--- config.mk ---
export PLATFORM = sky130hd
export DESIGN_NAME = fpu_add_sub_norm_round
export DESIGN_NICKNAME = d
export VERILOG_FILES = /design/src/rtl/fpu_add_sub_norm_round.sv
export SDC_FILE = /design/constraint.sdc
export NUM_CORES = 1
export LEC_CHECK = 0
export BUFFER_PORTS_ARGS = -buffer_cell sky130_fd_sc_hd__buf_2
export CORE_ASPECT_RATIO = 0.75
export CORE_UTILIZATION = 42
export CTS_BUF_LIST = sky130_fd_sc_hd__clkbuf_8 sky130_fd_sc_hd__clkbuf_16
export DETAILED_ROUTE_END_ITERATION = 7
export PLACE_DENSITY = 0.59
export REMOVE_ABC_BUFFERS = 1
export SYNTH_ARGS = -nofsm -noshare
export SYNTH_HDL_FRONTEND = slang
export SYNTH_SLANG_ARGS = --single-unit
--- constraint.sdc ---
create_clock -name i_clk -period 4.7 [get_ports i_clk]
set_clock_uncertainty 0.15 [all_clocks]
set_input_delay 0.94 -clock i_clk [delete_from_list [all_inputs] [get_ports i_clk]]
set_output_delay 0.94 -clock i_clk [all_outputs]
set_load 0.02 [all_outputs]
--- src/rtl/fpu_add_sub_norm_round.sv ---
// Post-ALU normalize/round stage of the FPU adder: 2-stage valid/ready pipeline packing IEEE-754 single.
// Define FPU_NORM_ROUND_EN for round-to-nearest-even; otherwise the result is truncated.
module fpu_add_sub_norm_round #(
   parameter int unsigned SIZE_MAN = 24,
   parameter int unsigned SIZE_EXP = 8
) (
   input  logic                         i_clk,
   input  logic                         i_rst,
   input  logic                         i_valid,
   output logic                         o_ready,
   input  logic                         i_sign,
   input  logic [SIZE_EXP-1:0]          i_exp_max,
   input  logic [SIZE_MAN-1:0]          i_man_alu,
   input  logic                         i_overflow,
   input  logic [2:0]                   i_grs,
   output logic                         o_valid,
   input  logic                         i_ready,
   output logic [SIZE_EXP+SIZE_MAN-1:0] o_result,
   output logic                         o_of,
   output logic                         o_uf
);
   localparam int unsigned WW  = SIZE_MAN + 3;
   localparam int unsigned LZW = $clog2(WW);
   localparam int unsigned EW  = SIZE_EXP + 2;
   localparam logic signed [EW-1:0] E_INF  = {2'b00, {SIZE_EXP{1'b1}}};
   localparam logic signed [EW-1:0] E_ZERO = '0;

   logic                  v_n, v_r, ready_n, ready_r;
   logic [WW-1:0]         w_raw, w_shift, w_n;
   logic signed [EW-1:0]  e_raw, e_n, e_r;
   logic                  z_raw, z_n, s_n;
   logic [LZW-1:0]        lz;
   logic [SIZE_MAN-2:0]   frac_r;
   logic [SIZE_EXP+SIZE_MAN-1:0] res_c;
   logic                  of_c, uf_c;

   assign ready_r = ~v_r | i_ready;
   assign ready_n = ~v_n | ready_r;
   assign o_ready = ready_n;
   assign o_valid = v_r;

   // Carry-out case: the right shift by one folds r and s into a single sticky bit.
   always_comb begin
      w_raw = i_overflow ? {1'b1, i_man_alu, i_grs[2], i_grs[1] | i_grs[0]}
                         : {i_man_alu, i_grs};
      z_raw = ~i_overflow & ~(|{i_man_alu, i_grs});
      lz = '0;
      for (int unsigned i = 0; i < WW; i++) begin
         if (w_raw[i]) lz = LZW'(WW - 1 - i);
      end
      w_shift = w_raw << lz;
      if (i_overflow) e_raw = EW'({2'b00, i_exp_max}) + EW'(1);
      else            e_raw = EW'({2'b00, i_exp_max}) - EW'(lz);
   end

`ifdef FPU_NORM_ROUND_EN
   logic              round_up;
   logic [SIZE_MAN:0] man_sum;
   logic              unused_bits;

   always_comb begin
      round_up = w_n[2] & (w_n[1] | w_n[0] | w_n[3]);
      man_sum  = {1'b0, w_n[WW-1:3]} + {{SIZE_MAN{1'b0}}, round_up};
      if (man_sum[SIZE_MAN]) begin
         frac_r = '0;
         e_r    = e_n + EW'(1);
      end else begin
         frac_r = man_sum[SIZE_MAN-2:0];
         e_r    = e_n;
      end
   end
   assign unused_bits = man_sum[SIZE_MAN-1];
`else
   logic unused_bits;

   always_comb begin
      frac_r = w_n[WW-2:3];
      e_r    = e_n;
   end
   assign unused_bits = ^{w_n[WW-1], w_n[2:0]};
`endif

   always_comb begin
      res_c = '0;
      of_c  = 1'b0;
      uf_c  = 1'b0;
      if (z_n) begin
         res_c = '0;
      end else if (e_r >= E_INF) begin
         res_c = {s_n, {SIZE_EXP{1'b1}}, {(SIZE_MAN-1){1'b0}}};
         of_c  = 1'b1;
      end else if (e_r <= E_ZERO) begin
         res_c = {s_n, {(SIZE_EXP+SIZE_MAN-1){1'b0}}};
         uf_c  = 1'b1;
      end else begin
         res_c = {s_n, e_r[SIZE_EXP-1:0], frac_r};
      end
   end

   always_ff @(posedge i_clk) begin
      if (i_rst) begin
         v_n      <= 1'b0;
         v_r      <= 1'b0;
         w_n      <= '0;
         e_n      <= '0;
         z_n      <= 1'b0;
         s_n      <= 1'b0;
         o_result <= '0;
         o_of     <= 1'b0;
         o_uf     <= 1'b0;
      end else begin
         if (ready_n) begin
            v_n <= i_valid;
            if (i_valid) begin
               w_n <= w_shift;
               e_n <= e_raw;
               z_n <= z_raw;
               s_n <= i_sign & ~z_raw;
            end
         end
         if (ready_r) begin
            v_r <= v_n;
            if (v_n) begin
               o_result <= res_c;
               o_of     <= of_c;
               o_uf     <= uf_c;
            end
         end
      end
   end
endmodule
==> metrics.cfg, run 1 <==
[outcome]
status = finished clean

[yosys]
synth_area_leader_cell = dfxtp_1
synth_cells = 731
netlist.area_leader.share = 0.265
synthDistinctLibCells = 76
ys_top_cells_by_area = dfxtp_1 26%, nor2_1 6.6%, nand2_1 5.5%
async_flop_share = 0
syn-cell-area_mm2 = 0.00537
synth_enable_flop_cells = 0
yosysSeqAreaShare = 0.265
syn_avg_cell_area_um2 = 7.34
synth_seq_cells = 71
synth_warnings = 0
synthFlopType = dfxtp_1

[pwr]
p_per_area_mw_per_mm2 = 286
p_total_mw = 1.80
ir_drop_uv = 171
p_leak_nw = 2.50

[routing]
dr.pass1.iters = 6
avgRoutedWirePerCell_um = 19.8
drt_iter0_markers = 544
vias_per_cell = 6.25
ant_nets = 0
post-route-drc-count = 0
drt-total-wl_mm = 19.2
num_vias = 6069

[floorplanning]
rows = 35
initial_core_util = 0.435
die_w_um = 133
die_h_um = 99.9
design.core.area_mm2 = 0.0123
num_io_pins = 77
dieArea_mm2 = 0.0132

[placed_design]
gp_congestion = 0.949
port_buffers = 76
hpwl_mm = 14.6

[grt]
grt_pass1_wl_mm = 30.3
antenna_found_initial = 0
overflow = 0
grt_pass1_vias = 5525
groute.usage.overall = 0.292
grt_max_degree = 42

[min_path]
hold_path_class = reg -> reg

[cts]
clk_latency_ps = 330
clock_sinks = 71
numCtsBuffers = 9
cts_setup_buffers = 0
clock_path_buffers = 2
cts_tree = yes
cts_resized = 0
ctsHoldBuffers = 0
htreeDepth = 3
clk_pin_slew_ps = 50
cts_root_buf = clkbuf_16

[layout]
fillerInstances = 1263
drive_above_1_share = 0.194
final_cell_mix = 95 x nor2_1, 79 x nand2_1, 76 x buf_2, 71 x dfxtp_1, 47 x a21oi_1
area_growth_pct = 17.0
nets = 848
num_antenna_cells = 0
final_common_cell = nor2_1

[setup_path]
path_cells = buf_2 > buf_4 > nor2b_1 > a211o_1 > nor2_1 > o31ai_2 > a211oi_4 > inv_2 > ha_1 > nor2b_1 > o21ai_0 > a21oi_1 > o21ai_0 > nand2_1 > nor3_1 > a31oi_1 > xnor2_1 > nand2_1 > a21oi_1
cp-start-kind = input pin
slowest_delay_ps = 380
arrival_ps = 4390
path_class = in -> reg
required_ps = 4810
cp_slowest_cell = a211oi_4
cp-end-kind = flip-flop
critPathMaxFanout = 15

[sta]
relSlewSlack = 0.225
fin_setup_tns_ps = 0
rsz0062_at_grt = false
fin_crit_ps = 4280
final_hold_viol_count = 0
fin_crit_sh = 0.910
worst_pin_slew_ps = 1160
timing.fmax_ghz = 0.234
maxSlewViolCount = 0
setup_violations = 0

[run]
maxCapViolations = 0

worst paths after layout:
path	cells past startpoint	end	slack [ps]	from
max reg2reg	9	w_n[22]	2010	o_valid
max	19	e_n[7]	420	i_overflow
min	2	o_of	300	o_of
min reg2reg	2	o_of	300	o_of
where the power goes:
group	internal (mW)	leakage (nW)	switching (mW)
Sequential	0.634	0.580	0.0215
Clock	0.411	0.145	0.266
Combinational	0.166	1.77	0.298
Total	1.21	2.50	0.585
Yosys cell counts, drive strengths merged, types with 5 or more instances:
cell type  instances
a211o              7
a211oi            12
a21boi             7
a21o               5
a21oi             47
a221o              5
a221oi             7
a22oi             38
a31oi             16
and2               7
buf               22
clkbuf            31
dfxtp             71
ha                 6
inv               15
mux2               7
mux2i             23
nand2             79
nand2b            11
nand3             22
nand4              9
nor2              98
nor2b             14
nor3              34
nor3b              5
nor4               5
o211ai             8
o21ai             38
o22ai             11
or3                5
or4                5
xnor2              5
final cells by class:
type | count | area, um2 | area share
flip-flops and latches | 71 | 1420 | 0.226
clock buffers | 9 | 225 | 0.0359
well taps | 166 | 208 | 0.0331
clock inverters | 7 | 73.8 | 0.0118
multi-input cells | 591 | 3640 | 0.579
inverters | 16 | 60.1 | 0.00956
repair buffers | 111 | 656 | 0.104
per-layer routing:
metal / global-route usage / vias to the layer above / share of wire
li1: - / 2873 / -
met1: 0.427 / 2872 / 0.48
met2: 0.416 / 309 / 0.40
met3: 0.0949 / 15 / 0.11
met4: 0.0469 / 0 / 0.0057
met5: 0.0259 / - / 0
sequential cells by signal (all words and copies together), names as in the netlist:
name / flops
o_uf: 1
z_n: 1
v_n: 1
o_of: 1
o_result: 32
o_valid: 1
w_n: 23
e_n: 10
s_n: 1
critical path, delay by kind of cell:
family / cells / cell delay [ps]
AND/OR/NAND/NOR: 6 / 730
XOR/XNOR: 1 / 140
AO/OA/AOI/OAI: 8 / 1660
adder cells (fa/ha/maj): 1 / 280
buffers and inverters: 3 / 620
metrics by stage:
step | cells | hold slack, ps | setup slack, ps | instance area, um2 | util
after global placement | 955 | 289 | 260 | 5980 | 0.484
after CTS | 971 | 301 | 506 | 6280 | 0.509
final | 971 | 301 | 423 | 6280 | 0.509
after floorplan | 678 | 266 | 485 | 5120 | -
after detailed placement | 955 | 293 | 200 | 5980 | 0.484
after global routing | 971 | 325 | 166 | 6280 | 0.509
cells by family (layout without fill, tap and decap cells):
group                      count (synthesis)  count (layout)  synth area share
AOI/OAI and AO/OA                        246             246             0.327
DFF                                       71              71             0.265
muxes                                     30              30            0.0590
and+or+nand+nor                          301             301             0.262
adders and majority gates                  7               7            0.0177
xor gates and xnor gates                   7               7            0.0114
buffers and inverters                     69             143            0.0578
No activity file was read; power rests on OpenSTA's default activity.
==> run 2, diff against run 1 <==
- ABC_AREA: default -> 1
==> run 2 against run 1 <==
Against the previous run:
- sequential power hardly changed
- setup slack improved by 71 ps
- total power decreased by 6.0%
- worst hold slack improved by 7.3 ps
==> metrics.cfg, run 2 <==
[yosys]
netlist.area_leader.share = 0.279
synth.most_common_cell = nand2_1
synth_area_leader_cell = dfxtp_1
synth_enable_flop_cells = 0
synth_cells = 869
syn-cell-area_mm2 = 0.00510
async_flop_share = 0
synth_seq_cells = 71
ys_top_cells_by_area = dfxtp_1 28%, nand2_1 21%, nand3_1 12%
synth_warnings = 0
synth_commonest_cells = 287 x nand2_1, 121 x nand3_1, 93 x inv_1, 71 x dfxtp_1, 64 x a21oi_1
synthFlopType = dfxtp_1
syn_avg_cell_area_um2 = 5.87
synthDistinctLibCells = 37
yosysSeqAreaShare = 0.279

[sta]
rsz0062_at_grt = false
final_hold_viol_count = 0
relSlewSlack = 0.327
fin_setup_tns_ps = 0
fin_crit_sh = 0.895
timing.fmax_ghz = 0.238
worst_pin_slew_ps = 1010
maxSlewViolCount = 0
fin_crit_ps = 4210
finalWorstSetupSlack_ps = 494
fin_hold_ws_ps = 308
setup_violations = 0

[grt]
grt_pass1_wl_mm = 24.6
antenna_found_initial = 0
overflow = 0
groute.usage.overall = 0.242
grt_pass1_vias = 5424
grt_max_degree = 56

[floorplanning]
die_h_um = 97.4
initial_core_util = 0.436
die_w_um = 129
dieArea_mm2 = 0.0126
rows = 34
num_io_pins = 77
design.core.area_mm2 = 0.0117

[cts]
clk_pin_slew_ps = 60
cts_setup_buffers = 0
cts_resized = 0
htreeDepth = 3
clock_path_buffers = 2
numCtsBuffers = 9
clk_latency_ps = 340
cts_root_buf = clkbuf_16
ctsHoldBuffers = 0
clock_sinks = 71
cts_tree = yes

[pwr]
ir_drop_uv = 203
p_total_mw = 1.69
p_leak_nw = 2.93
p_per_area_mw_per_mm2 = 289

[setup_path]
critPathMaxFanout = 17
r2r-end = w_n[6]
cp-start-kind = input pin
timing.rr.start = o_valid
cp-end-kind = flip-flop
slowest_delay_ps = 400
r2r_cells = 6
ff2ff_setup_slack_ps = 2510
critPathBufInv = 8
cp_slowest_cell = fa_1
arrival_ps = 4290
crit_top_cell = nand2_1
path_class = in -> reg
required_ps = 4780
crit_family = simple AND/OR/NAND/NOR gates

[min_path]
hold_depth = 2
hold_path.startpoint = w_n[22]
hold_end = o_result[19]
hold_path_class = reg -> reg

[routing]
dr.pass1.iters = 6
avgRoutedWirePerCell_um = 13.1
vias_per_cell = 5.21
post-route-drc-count = 0
ant_nets = 0
drt-total-wl_mm = 14.3
num_vias = 5701
drt_iter0_markers = 409

[layout]
largest_reg_flops = 32
final_common_cell = nand2_1
area_growth_pct = 14.6
regMostFlops = o_result
final_cell_mix = 287 x nand2_1, 121 x nand3_1, 94 x inv_1, 75 x buf_2, 71 x dfxtp_1
drive_above_1_share = 0.139
reg_top3 = o_result (32), w_n (23), e_n (10)
design_area_mm2 = 0.00584
fin_util = 0.499
num_antenna_cells = 0
nets = 976
instances_no_fill = 1094

[placed_design]
hpwl_mm = 11.1
pre_cts_ws_ps = 67.4
gp_congestion = 0.914
post-place-cells = 1079
port_buffers = 76
placed_area_mm2 = 0.00555

[run]
maxCapViolations = 0

[outcome]
status = finished clean

[run 2: cell count changes in the layout (fill, tap and decap cells not counted), moves of 13 or more]
cell,before,now
nand2_1,79,287
nand3_1,22,121
inv_1,14,94
nor2_1,95,46
a22oi_1,38,0
nor3_1,34,6
mux2i_1,21,0
buf_4,34,16
a21oi_1,47,64
nor2b_1,14,0
nand4_1,9,22
[run 2: cell families (layout without fill, tap and decap cells)]
group,after synthesis,in the layout,share of synthesized area
and+or+nand+nor,505,505,0.431
buffers and inverters,148,211,0.126
AOI/OAI and AO/OA,135,135,0.140
DFF,71,71,0.279
adders and majority gates,7,7,0.0187
xor gates and xnor gates,3,3,0.00516
[run 2: worst max-delay path by stage]
stage / slack, ps / startpoint / end / cells past startpoint
floorplan: 430 / i_overflow / e_n[6] / 42
global placement: 120 / i_overflow / e_n[6] / 42
detailed placement: 70 / i_overflow / e_n[6] / 42
CTS: 440 / i_overflow / e_n[6] / 42
global route: 20 / i_overflow / e_n[6] / 42
finish: 490 / i_overflow / e_n[6] / 43
[run 2: final cells by class]
class / count / area [um2]
clock inverters: 6 / 62.6
inverters: 104 / 393
clock buffers: 9 / 225
fillers: 1258 / 5860
repair buffers: 92 / 503
flip-flops and latches: 71 / 1420
well taps: 162 / 203
multi-input cells: 650 / 3030
[run 2: metal layers]
metal,part of all wire,vias up,track usage,wire (um)
met5,0,-,0,0
met4,0.016,0,0.0661,234
met3,0.054,23,0.0452,770
met2,0.44,152,0.392,6360
met1,0.49,2578,0.325,6950
li1,-,2948,-,-
[run 2: tightest hold or removal path, cell delays in order (launching register included)]
cell,delay [ps]
dfxtp_1,310
nand2_1,60
a21oi_1,50
[run 2: where the power goes]
group	total [mW]	switching [mW]	internal, mW	leakage, nW
logic	0.383	0.257	0.126	2.21
registers	0.652	0.0178	0.634	0.580
clock network	0.653	0.248	0.406	0.139
